[src/rtl/load_store_aligner.sv]
// Load/store aligner: lane-aligns memory requests and sign/zero-extends load data.
// Optional macro LS_MISALIGN_TRAP_EN traps unaligned accesses instead of rounding them down.
module load_store_aligner #(
    parameter int DATA_BITS = 32,
    parameter int ADDR_BITS = 32
) (
    input  logic                   i_clk,
    input  logic                   i_rst,
    input  logic                   i_valid,
    output logic                   o_ready,
    input  logic                   i_is_store,
    input  logic [2:0]             i_op,
    input  logic [ADDR_BITS-1:0]   i_addr,
    input  logic [DATA_BITS-1:0]   i_wdata,
    output logic                   o_mem_en,
    output logic [DATA_BITS/8-1:0] o_mem_we,
    output logic [ADDR_BITS-1:0]   o_mem_addr,
    output logic [DATA_BITS-1:0]   o_mem_wdata,
    input  logic [DATA_BITS-1:0]   i_mem_rdata,
    input  logic                   i_mem_ack,
    output logic                   o_valid,
    input  logic                   i_ready,
    output logic [DATA_BITS-1:0]   o_rdata,
    output logic                   o_misaligned
);

    localparam int LANES    = DATA_BITS / 8;
    localparam int OFF_BITS = $clog2(LANES);

    typedef enum logic [1:0] {IDLE, ACCESS, RESP} state_t;

    state_t                 state_reg;
    logic                   mem_en_reg;
    logic [LANES-1:0]       mem_we_reg;
    logic [ADDR_BITS-1:0]   mem_addr_reg;
    logic [DATA_BITS-1:0]   mem_wdata_reg;
    logic                   valid_reg;
    logic [DATA_BITS-1:0]   rdata_reg;
    logic                   misaligned_reg;
    logic [2:0]             op_reg;
    logic [OFF_BITS-1:0]    off_reg;
    logic                   is_store_reg;

    // Request decode, evaluated on the incoming request in IDLE
    logic [2:0]             eff_op;
    logic [1:0]             size_log;
    logic                   reserved;
    logic [OFF_BITS-1:0]    off_raw;
    logic [OFF_BITS-1:0]    size_mask;
    logic [OFF_BITS-1:0]    off_eff;
    logic                   trap;
    logic [LANES-1:0]       lane_we;
    logic [DATA_BITS-1:0]   wdata_rep;

    assign eff_op  = i_is_store ? {1'b0, i_op[1:0]} : i_op;
    assign off_raw = i_addr[OFF_BITS-1:0];

    always_comb begin
        reserved = 1'b0;
        size_log = 2'd0;
        case (eff_op)
            3'b000, 3'b100: size_log = 2'd0;
            3'b001, 3'b101: size_log = 2'd1;
            3'b011:         size_log = 2'd2;
            3'b010: begin
                if (DATA_BITS == 64) size_log = 2'd3;
                else                 reserved = 1'b1;
            end
            default:        reserved = 1'b1;
        endcase
    end

    always_comb begin
        case (size_log)
            2'd0:    size_mask = '0;
            2'd1:    size_mask = OFF_BITS'(1);
            2'd2:    size_mask = OFF_BITS'(3);
            default: size_mask = OFF_BITS'(7);
        endcase
    end

    assign off_eff = off_raw & ~size_mask;

`ifdef LS_MISALIGN_TRAP_EN
    logic misalign;
    assign misalign = |(off_raw & size_mask);
    assign trap     = reserved | misalign;
`else
    assign trap     = reserved;
`endif

    // Per-lane write enable and replicated store data
    generate
        for (genvar gi = 0; gi < LANES; gi++) begin : g_lane
            localparam logic [OFF_BITS:0] LANE = (OFF_BITS+1)'(gi);
            logic [OFF_BITS:0] rel;
            // rel is negative (MSB set) when this lane sits below the field start
            assign rel         = LANE - {1'b0, off_eff};
            assign lane_we[gi] = i_is_store && !rel[OFF_BITS] &&
                                 (rel[OFF_BITS-1:0] <= size_mask);
            assign wdata_rep[gi*8 +: 8] =
                (size_log == 2'd0) ? i_wdata[7:0] :
                (size_log == 2'd1) ? i_wdata[(gi % 2)*8 +: 8] :
                (size_log == 2'd2) ? i_wdata[(gi % 4)*8 +: 8] :
                                     i_wdata[gi*8 +: 8];
        end
    endgenerate

    // Load extraction from the latched lane offset and access type
    logic [DATA_BITS-1:0] rd_shift;
    logic [DATA_BITS-1:0] word_ext;
    logic [DATA_BITS-1:0] load_ext;

    assign rd_shift = i_mem_rdata >> {off_reg, 3'b000};

    generate
        if (DATA_BITS == 64) begin : g_word64
            assign word_ext = {{(DATA_BITS-32){rd_shift[31]}}, rd_shift[31:0]};
        end else begin : g_word32
            assign word_ext = rd_shift;
        end
    endgenerate

    always_comb begin
        load_ext = '0;
        case (op_reg)
            3'b000:  load_ext = {{(DATA_BITS-8){rd_shift[7]}}, rd_shift[7:0]};
            3'b100:  load_ext = {{(DATA_BITS-8){1'b0}}, rd_shift[7:0]};
            3'b001:  load_ext = {{(DATA_BITS-16){rd_shift[15]}}, rd_shift[15:0]};
            3'b101:  load_ext = {{(DATA_BITS-16){1'b0}}, rd_shift[15:0]};
            3'b011:  load_ext = word_ext;
            3'b010:  load_ext = rd_shift;
            default: load_ext = '0;
        endcase
    end

    always_ff @(posedge i_clk) begin
        if (i_rst) begin
            state_reg      <= IDLE;
            mem_en_reg     <= 1'b0;
            mem_we_reg     <= '0;
            mem_addr_reg   <= '0;
            mem_wdata_reg  <= '0;
            valid_reg      <= 1'b0;
            rdata_reg      <= '0;
            misaligned_reg <= 1'b0;
            op_reg         <= '0;
            off_reg        <= '0;
            is_store_reg   <= 1'b0;
        end else begin
            case (state_reg)
                IDLE: begin
                    if (i_valid) begin
                        op_reg       <= eff_op;
                        off_reg      <= off_eff;
                        is_store_reg <= i_is_store;
                        if (trap) begin
                            state_reg      <= RESP;
                            valid_reg      <= 1'b1;
                            rdata_reg      <= '0;
                            misaligned_reg <= 1'b1;
                        end else begin
                            state_reg      <= ACCESS;
                            mem_en_reg     <= 1'b1;
                            mem_addr_reg   <= {i_addr[ADDR_BITS-1:OFF_BITS], {OFF_BITS{1'b0}}};
                            mem_we_reg     <= lane_we;
                            mem_wdata_reg  <= i_is_store ? wdata_rep : '0;
                            misaligned_reg <= 1'b0;
                        end
                    end
                end
                ACCESS: begin
                    if (i_mem_ack) begin
                        state_reg  <= RESP;
                        mem_en_reg <= 1'b0;
                        mem_we_reg <= '0;
                        valid_reg  <= 1'b1;
                        rdata_reg  <= is_store_reg ? '0 : load_ext;
                    end
                end
                RESP: begin
                    if (i_ready) begin
                        state_reg <= IDLE;
                        valid_reg <= 1'b0;
                    end
                end
                default: state_reg <= IDLE;
            endcase
        end
    end

    assign o_ready      = (state_reg == IDLE);
    assign o_mem_en     = mem_en_reg;
    assign o_mem_we     = mem_we_reg;
    assign o_mem_addr   = mem_addr_reg;
    assign o_mem_wdata  = mem_wdata_reg;
    assign o_valid      = valid_reg;
    assign o_rdata      = rdata_reg;
    assign o_misaligned = misaligned_reg;

endmodule

[config.mk]
export PLATFORM = sky130hd
export DESIGN_NAME = load_store_aligner
export DESIGN_NICKNAME = d
export VERILOG_FILES = /design/src/rtl/load_store_aligner.sv
export SDC_FILE = /design/constraint.sdc
export NUM_CORES = 1
export LEC_CHECK = 0
export BUFFER_PORTS_ARGS = -buffer_cell sky130_fd_sc_hd__buf_2
export CORE_MARGIN = 2
export CORE_UTILIZATION = 51
export CTS_CLUSTER_DIAMETER = 200
export DETAILED_ROUTE_END_ITERATION = 8
export PLACE_DENSITY_LB_ADDON = 0.15
export RECOVER_POWER = 50
export SLEW_MARGIN = 20
export SYNTH_ARGS = -nofsm -noshare
export SYNTH_HDL_FRONTEND = slang
export SYNTH_SLANG_ARGS = --single-unit
[constraint.sdc]
create_clock -name i_clk -period 4 [get_ports i_clk]
set_clock_uncertainty 0.15 [all_clocks]
set_input_delay 1 -clock i_clk [delete_from_list [all_inputs] [get_ports i_clk]]
set_output_delay 1 -clock i_clk [all_outputs]
set_load 0.01 [all_outputs]
## After elaboration in Yosys (flattened, before gate mapping)

Index checks and enable logic that the tools add are counted.

- Register bits after elaboration: 109
- Output and inout port bits: 104
- Logic and storage cells: 100

- Add/subtract/negate cells: 4
- Order comparisons: 4
- Equal/unequal tests: 17
- Shifts and indexed selects: 1
- Muxes and demuxes: 34
- Bitwise operators: 2
- Reduce and logical (&&, ||, !) cells: 27

Operator list:

| operator | number |
|---|---|
| $mux 32 | 5 |
| $pmux 32 s5 | 1 |
| $pmux 32 s2 | 1 |
| $mux 8 | 5 |
| $shr 32x5->32 | 1 |
| $eq 3x3->1 const B | 4 |
| $mux 4 | 3 |
| $ne 2x2->1 const B | 5 |
| $eq 3x2->1 const B | 3 |
| $le 2x2->1 | 4 |
| $logic_and 1x1->1 | 8 |
| $mux 1 | 8 |
| $mux 2 | 4 |
| $pmux 2 s2 | 2 |
| $pmux 4 s2 | 1 |
| $reduce_and 4->1 | 2 |
| $eq 3x1->1 const B | 2 |
| $logic_not 3->1 | 2 |
| $pmux 2 s3 | 1 |
| $reduce_and 3->1 | 2 |
| $sub 1x2->3 const A | 2 |
| $sub 2x2->3 const A | 2 |
| $reduce_and 5->1 | 1 |
| $reduce_or 5->1 | 1 |
| 13 further kinds | 19 |

## Longest topological paths before layout

Gate-level depths: netlist of run 1.

- Word-level depth: 15
- Mapped depth: 11
- Mapped depth without buffers: 10

## Least setup slack after synthesis of run 1

Ideal clock, no wire load.

- Path kind: input -> register
- Start: in i_is_store
- End: reg mem_we_reg[0], in the netlist o_mem_we[0]
- Arrival time: 2.828 ns
- Required time: 3.733 ns
- Slack: 0.905 ns
- Stages on the path: 9
- Cells stage by stage: nand2b_1 o21ai_2 buf_2 nand2_1 ha_1 ha_1 o21ai_0 mux2i_1 a32o_1

- Cells in the longest elaborated chain, start to end: 15
- Elaborated cells on any way between the ends: 24
- Classes of those cells: 1 x add/sub; 1 x order compare; 6 x eq/ne; 6 x mux; 2 x bitwise; 8 x reduce/logical

RTL lines:

| element | line | RTL |
|---|---|---|
| start, declared | 11 | `input logic i_is_store,` |
| branches (longest 15 deep; another with $sub 1x2->3) | -- |  |
| end signal, assigned | 166 | `mem_we_reg <= lane_we;` |
| end, declared | 34 | `logic [LANES-1:0] mem_we_reg;` |

Parallel ways; which one is timed is not known. The select of a mux whose other input is x is not followed.
A chain may end at the register's enable or synchronous reset.

## Final worst setup path of run 1

- Start: in i_op[0]
- End: reg rdata_reg[21], in the netlist o_rdata[21]

- Cells in the longest elaborated chain, start to end: 5
- Elaborated cells on any way between the ends: 9
- Classes of those cells: 5 x eq/ne; 1 x mux; 3 x reduce/logical

RTL lines:

| element | line | RTL |
|---|---|---|
| start, declared | 12 | `input logic [2:0] i_op,` |
| $mux 3 (*) | 55 | `assign eff_op = i_is_store ? {1'b0, i_op[1:0]} : i_op;` |
| $eq 3x2->1 (tied with other cells) | 61 | `case (eff_op)` |
| $reduce_or 5->1 (no line) (*) | -- |  |
| $ne 2x2->1 (no line) (*) | -- |  |
| $reduce_and 4->1 (no line) (*) | -- |  |
| end signal, assigned | 178 | `rdata_reg <= is_store_reg ? '0 : load_ext;` |
| end, declared | 38 | `logic [DATA_BITS-1:0] rdata_reg;` |

Mark *: on every way between the ends. The rest lies on a longest branch, timed or not.

==> results of run 1 <==
[critical path, cell delays in order]
cell and delay [ps]:
buf_2 210, inv_1 150, o211ai_1 740, and3_1 870
a221o_1 300
[worst max path at each step]
stage                     cells after the start                        to  startpoint  slack (ps)
after floorplan                               9  o_mem_we[0]$_SDFFE_PP0P_  i_is_store         900
after global placement                        5  o_rdata[19]$_SDFFE_PP0P_     i_op[0]         700
after detailed placement                      5  o_rdata[21]$_SDFFE_PP0P_     i_op[0]         550
after CTS                                     5  o_rdata[21]$_SDFFE_PP0P_     i_op[0]         940
after global routing                          5  o_mem_we[0]$_SDFFE_PP0P_     i_op[0]         660
final                                         5  o_rdata[21]$_SDFFE_PP0P_     i_op[0]         890
[power by group through the flow]
stage	combinational (mW)	clock (mW)	sequential, mW
after detailed placement	0.404	0	1.20
after floorplan	0.221	0	1.22
after global placement	0.396	0	1.20
after global routing	0.434	0.667	1.18
after CTS	0.405	0.632	1.17
final	0.394	0.617	1.18
[final cells by class]
class	count	area (um2)
multi-input cells	330	2340
clock buffers	9	124
repair buffers	213	956
fillers	845	3280
clock inverters	7	50.0
inverters	11	41.3
flip-flops and latches	109	2180
well taps	111	139
[synthesized netlist by cell type (9+ instances only)]
cell type / count
inv_1: 10
nand3_1: 42
clkbuf_1: 27
a221o_1: 16
o211ai_1: 9
o2bb2ai_1: 34
dfxtp_1: 109
nand2_1: 25
o21ai_0: 42
buf_2: 12
a21oi_1: 55
mux2i_1: 33
[cell families after synthesis]
group           count (synthesis)  synth area share (%)
compound gates                185                  26.8
other cells                     1                0.0794
flops                         109                  46.2
buf+inv                        58                  5.40
fa+ha+maj                       4                  1.06
simple gates                   97                  11.1
mux                            42                  9.38
[placed cells by master, fill, tap and decap left out, types with 3 or more instances in the layout]
| master | netlist | routed |
|---|---|---|
| a21oi_1 | 55 | 53 |
| a221o_1 | 16 | 16 |
| a222oi_1 | 8 | 8 |
| a22o_1 | 8 | 8 |
| a31oi_1 | 3 | 3 |
| buf_2 | 12 | 104 |
| buf_4 | 2 | 7 |
| clkbuf_1 | 27 | 102 |
| clkbuf_8 | 0 | 9 |
| clkinv_2 | 0 | 3 |
| dfxtp_1 | 109 | 109 |
| ha_1 | 4 | 4 |
| inv_1 | 10 | 10 |
| mux2_2 | 8 | 8 |
| mux2i_1 | 33 | 33 |
| nand2_1 | 25 | 25 |
| nand3_1 | 42 | 42 |
| nand3b_1 | 8 | 8 |
| nor2_1 | 8 | 8 |
| o211ai_1 | 9 | 9 |
| o21ai_0 | 42 | 43 |
| o2bb2ai_1 | 34 | 34 |
[per-layer routing]
layer	GRT usage, %	part of all wire (%)	wire [um]	up-vias
li1	-	-	-	2218
met1	33.5	43	5820	2168
met2	42.9	48	6470	194
met3	5.01	7.3	983	17
met4	8.01	1.4	183	0
met5	0	0	0	-
==> flow_summary.json, run 1 <==
{
  "path_class": "in -> reg",
  "postCtsSetupRepairBufs": 0,
  "overflow": 0,
  "grt_setup_unrepaired": "false",
  "rr_worst_depth": 4,
  "irDropWorstVdd_mv": 0.201,
  "netlist_area_um2": 4720,
  "io_buffers": 206,
  "die_x_um": 100,
  "status": "finished, final reports clean",
  "grt_pass1_wl_mm": 20.9,
  "synthArstFlopShare_pct": 0,
  "worst-path-max-fanout": 24,
  "ys_ff_latch": 109,
  "synth_top_area_share_pct": 46.2,
  "clk_latency_ps": 370,
  "worstMarginPinSlew_ps": 1410,
  "clock_power_share_pct": 28.2,
  "ioPinCount": 209,
  "firstDrtPassIters": 7,
  "cellPowerDensity_nw_per_um2": 375,
  "max_slew_margin_pct": 4.90,
  "drt_iter0_markers": 292,
  "p_leak_nw": 2.26,
  "antennaDiodeCount": 0,
  "layoutNonFillerInstCount": 790,
  "grt_pass1_vias": 4266,
  "power.internal_mw": 1.52,
  "max_cap_viol_count": 0,
  "critPathLaunchType": "primary input",
  "ys_warn_count": 0,
  "design.core.area_um2": 9110,
  "comb_power_share_pct": 18.0,
  "hold_buffers": 0,
  "clockRootBuffer": "clkbuf_8",
  "dieArea_um2": 10000,
  "period_minus_slack_ps": 3110,
  "avgViaCountPerCell": 5.82,
  "pwr-share-seq_pct": 53.8,
  "drc": 0,
  "fin_area_um2": 5830,
  "antenna_left": 0,
  "nets": 783,
  "rows": 35,
  "holdPathStages": 2,
  "whs_ps": 318,
  "dpl_cell_area_um2": 5770,
  "yosysTopAreaCell": "dfxtp_1",
  "path_clk_slew_ps": 100,
  "holdCritStartpoint": "is_store_reg$_SDFFE_PP0P_",
  "synth_area_leaders": "dfxtp_1, mux2i_1, o2bb2ai_1",
  "initial_utilization_pct": 51.9,
  "synth.avg_cell_area_um2": 9.52,
  "syn2layout_area_growth_pct": 23.4,
  "end_kind": "flip-flop",
  "gp_congestion": 0.967,
  "hold_end": "is_store_reg$_SDFFE_PP0P_",
  "ys_types": 44,
  "clockBufferDepth": 2,
  "finalHoldViolations": 0,
  "drive_gt1_share_pct": 21.5,
  "synthFlopType": "dfxtp_1",
  "htree_levels": 3,
  "total_power_mw": 2.19,
  "clock.fmax_mhz": 322,
  "final_core_util_pct": 64.0,
  "rrSetupSlack_ps": 1460,
  "postSynthCellCount": 496,
  "hp-class": "reg -> reg",
  "cts_tree": "yes",
  "ys_seq_area_share_pct": 46.2,
  "routedWlPerCell_um": 17.0,
  "slew_violations": 0,
  "finalWirelength_mm": 13.5,
  "via_count": 4597,
  "cts_made_buffers": 9,
  "cp_data_required_time_ps": 4160,
  "grt_max_degree": 51,
  "dp.cells": 774,
  "fin_crit_sh_pct": 77.7,
  "synth_edf_count": 0,
  "switching_share_pct": 30.3,
  "power_switching_uw": 663,
  "grt_usage_pct": 25.7,
  "clock_sinks": 109,
  "pre_cts_ws_ps": 548,
  "dpl.hpwl_mm": 9.60,
  "r2r_start": "state_reg[0]$_SDFFE_PP0P_",
  "cp.arrival_ps": 3270,
  "setup_viol_count_final": 0,
  "antenna_found_initial": 0,
  "die_y_um": 100,
  "cts-resized-gates": 0,
  "r2r-end": "o_rdata[21]$_SDFFE_PP0P_",
  "timing.final.ws_setup_ps": 892,
  "setup_tns_ps": 0
}
Power figures use the tool's default switching activity.
==> inputs of run 2 (changes only) <==
--- a/config.mk
+++ b/config.mk
@@ -5,9 +5,10 @@
 export SDC_FILE = /design/constraint.sdc
 export NUM_CORES = 1
 export LEC_CHECK = 0
+export ABC_AREA = 1
 export BUFFER_PORTS_ARGS = -buffer_cell sky130_fd_sc_hd__buf_2
 export CORE_MARGIN = 2
-export CORE_UTILIZATION = 51
+export CORE_UTILIZATION = 48
 export CTS_CLUSTER_DIAMETER = 200
 export DETAILED_ROUTE_END_ITERATION = 8
 export PLACE_DENSITY_LB_ADDON = 0.15
==> constraint.sdc (replaced) <==
create_clock -name i_clk -period 2.9 [get_ports i_clk]
set_clock_uncertainty 0.15 [all_clocks]
set_input_delay 0.725 -clock i_clk [delete_from_list [all_inputs] [get_ports i_clk]]
set_output_delay 0.725 -clock i_clk [all_outputs]
set_load 0.01 [all_outputs]
==> run 2 against run 1 <==
  * Worst hold slack got worse by 20 ps
  * Area after synthesis increased by 5.8%
  * Synthesized cell count increased by 51%
  * Combinational power increased by 86%
  * First-iteration DRC count decreased by 3.8%
  * Utilization decreased by 4.2 points
  * Sequential share of layout area decreased by 1.8 points
  * Largest cell class unchanged
  * Wire length increased by 4.0%
  * Cell count increased by 36%
  * Cell area increased by 5.0%
  * Global-route usage decreased by 0.92 points
  * Sequential power increased by 39%
==> flow_summary.json, run 2 <==
{
  "drc": 0,
  "grt_pass1_wl_mm": 22.6,
  "status": "finished, final reports clean",
  "path_depth": 16,
  "die_x_um": 106,
  "clk_latency_ps": 370,
  "path_cells": "buf_2 > inv_2 > nand2_1 > nand2_1 > inv_2 > nor2_2 > inv_2 > nor2_1 > inv_1 > ha_1 > inv_1 > ha_1 > nand2_1 > nand2_1 > nand3_1 > nand2_1",
  "grt_max_degree": 39,
  "slowest_stage": "ha_1",
  "end_kind": "flip-flop",
  "netlist_area_um2": 5000,
  "postCtsSetupRepairBufs": 0,
  "finalHoldViolations": 0,
  "ys_seq_area_share_pct": 43.7,
  "slew_violations": 0,
  "grt_usage_pct": 24.7,
  "crit_family": "simple AND/OR/NAND/NOR gates",
  "layout_commonest_cell": "nand2_1",
  "setup_tns_ps": 0,
  "firstDrtPassIters": 5,
  "ys_ff_latch": 109,
  "dpl.hpwl_mm": 10.4,
  "setup_viol_count_final": 0,
  "antennaDiodeCount": 0,
  "rows": 37,
  "r2r_start": "off_reg[1]$_SDFFE_PP0P_",
  "ys_types": 31,
  "cts_made_buffers": 9,
  "rr_worst_depth": 6,
  "crit_buf_inv": 6,
  "worstSetupEndpoint": "o_mem_we[2]$_SDFFE_PP0P_",
  "synth_edf_count": 0,
  "max_slew_margin_pct": 46.0,
  "design.core.area_um2": 10200,
  "gp_congestion": 0.956,
  "cp_data_required_time_ps": 3020,
  "synth.top_cells.by_count": "nand2_1, dfxtp_1, nor2_1",
  "rrSetupSlack_ps": 580,
  "io_buffers": 206,
  "clock_sinks": 109,
  "syn2layout_area_growth_pct": 22.5,
  "die_y_um": 106,
  "synthFlopType": "dfxtp_1",
  "cts-resized-gates": 0,
  "drt_iter0_markers": 281,
  "worst-path-max-fanout": 9,
  "hold_buffers": 0,
  "crit_start": "i_is_store",
  "routedWlPerCell_um": 13.0,
  "fin_area_um2": 6120,
  "synthArstFlopShare_pct": 0,
  "synth_top_area_share_pct": 43.7,
  "cellPowerDensity_nw_per_um2": 531,
  "path_clk_slew_ps": 100,
  "postSynthCellCount": 750,
  "dieArea_um2": 11200,
  "grt_pass1_vias": 4956,
  "antenna_left": 0,
  "finalWirelength_mm": 14.0,
  "slowest_delay_ps": 320,
  "max_cap_viol_count": 0,
  "final_cell_mix": "nand2_1, buf_2, dfxtp_1",
  "overflow": 0,
  "total_power_mw": 3.25,
  "whs_ps": 299,
  "nets": 1044,
  "clockRootBuffer": "clkbuf_8",
  "clockBufferDepth": 2,
  "path_class": "in -> reg",
  "clock.fmax_mhz": 388,
  "worstMarginPinSlew_ps": 807,
  "r2r-end": "o_rdata[23]$_SDFFE_PP0P_",
  "hp-class": "reg -> reg",
  "antenna_found_initial": 0,
  "avgViaCountPerCell": 4.98,
  "synth_area_leaders": "dfxtp_1, nand2_1, nor2_1",
  "dpl_cell_area_um2": 6070,
  "cts_tree": "yes",
  "cp.arrival_ps": 2700,
  "irDropWorstVdd_mv": 0.242,
  "yosysMostFrequentCell": "nand2_1",
  "fin_crit_sh_pct": 89.0,
  "via_count": 5361,
  "period_minus_slack_ps": 2580,
  "critPathLaunchType": "primary input",
  "initial_utilization_pct": 48.8,
  "htree_levels": 3,
  "grt_setup_unrepaired": "false",
  "ys_warn_count": 0,
  "n_fill_cell": 1099,
  "yosysTopAreaCell": "dfxtp_1",
  "crit_path_frequent_cell": "nand2_1",
  "ioPinCount": 209,
  "synth.avg_cell_area_um2": 6.66,
  "p_leak_nw": 2.93,
  "drive_gt1_share_pct": 16.0
}
## run 2: cell types whose count changed in the layout (fill, tap and decap cells not counted), sizes merged, moves of 10 or more
cell	previous run	this run
a21oi	55	45
a221o	16	0
buf	111	121
inv	13	38
mux2i	33	0
nand2	25	294
nor2	8	86
o21ai	44	55
o2bb2ai	34	0
## run 2: worst min-delay path by stage
stage	depth (start not counted)	startpoint	end
after floorplan	2	is_store_reg$_SDFFE_PP0P_	is_store_reg$_SDFFE_PP0P_
after global placement	2	o_mem_wdata[20]$_SDFFE_PP0P_	o_mem_wdata[20]$_SDFFE_PP0P_
after detailed placement	2	o_mem_wdata[18]$_SDFFE_PP0P_	o_mem_wdata[18]$_SDFFE_PP0P_
after CTS	2	o_mem_wdata[18]$_SDFFE_PP0P_	o_mem_wdata[18]$_SDFFE_PP0P_
after global routing	2	o_mem_wdata[15]$_SDFFE_PP0P_	o_mem_wdata[15]$_SDFFE_PP0P_
final	2	o_mem_wdata[18]$_SDFFE_PP0P_	o_mem_wdata[18]$_SDFFE_PP0P_
## run 2: where the power goes
group | switching, mW | internal, mW
Combinational | 0.479 | 0.252
Clock | 0.516 | 0.360
Sequential | 0.0567 | 1.58
Total | 1.05 | 2.20
## run 2: metrics by stage
step	utilization (%)	setup WS, ps	std cells
CTS	61.1	405	1076
global route	59.8	173	1076
finish	59.8	320	1076
global placement	59.3	172	1060
floorplan	-	371	751
detailed placement	59.3	13.6	1060
## run 2: metal layers
layer  up-vias  track usage, %  wire length [um]
met5         -               0                 0
met1      2401            29.2              5830
li1       2755               -                 -
met4         0            8.65               237
met2       183            43.8              6970
met3        22            5.82               976
## run 2: cells by family (layout without fill, tap and decap cells)
group | after synthesis | count (layout) | synth area share (%)
and+or+nand+nor | 435 | 435 | 35.2
AOI/OAI and AO/OA | 118 | 118 | 12.6
DFF | 109 | 109 | 43.7
buffers and inverters | 83 | 272 | 7.46
adders and majority gates | 4 | 4 | 1.00
other | 1 | 2 | 0.0750
## run 2: worst reg2reg max path, stage by stage, from the launching register on
cell     delay [ps]
dfxtp_1         680
inv_1           450
nand3_1         280
nand3_2         290
nand3_1         190
nand2_1          90
a21oi_1         140
## run 2: area by class of cell
class,count,area [um2],share of cell area [%]
well taps,136,170,2.78
clock buffers,11,151,2.47
repair buffers,219,1000,16.4
inverters,37,139,2.27
flip-flops and latches,109,2180,35.6
multi-input cells,559,2440,39.9
clock inverters,5,33.8,0.552
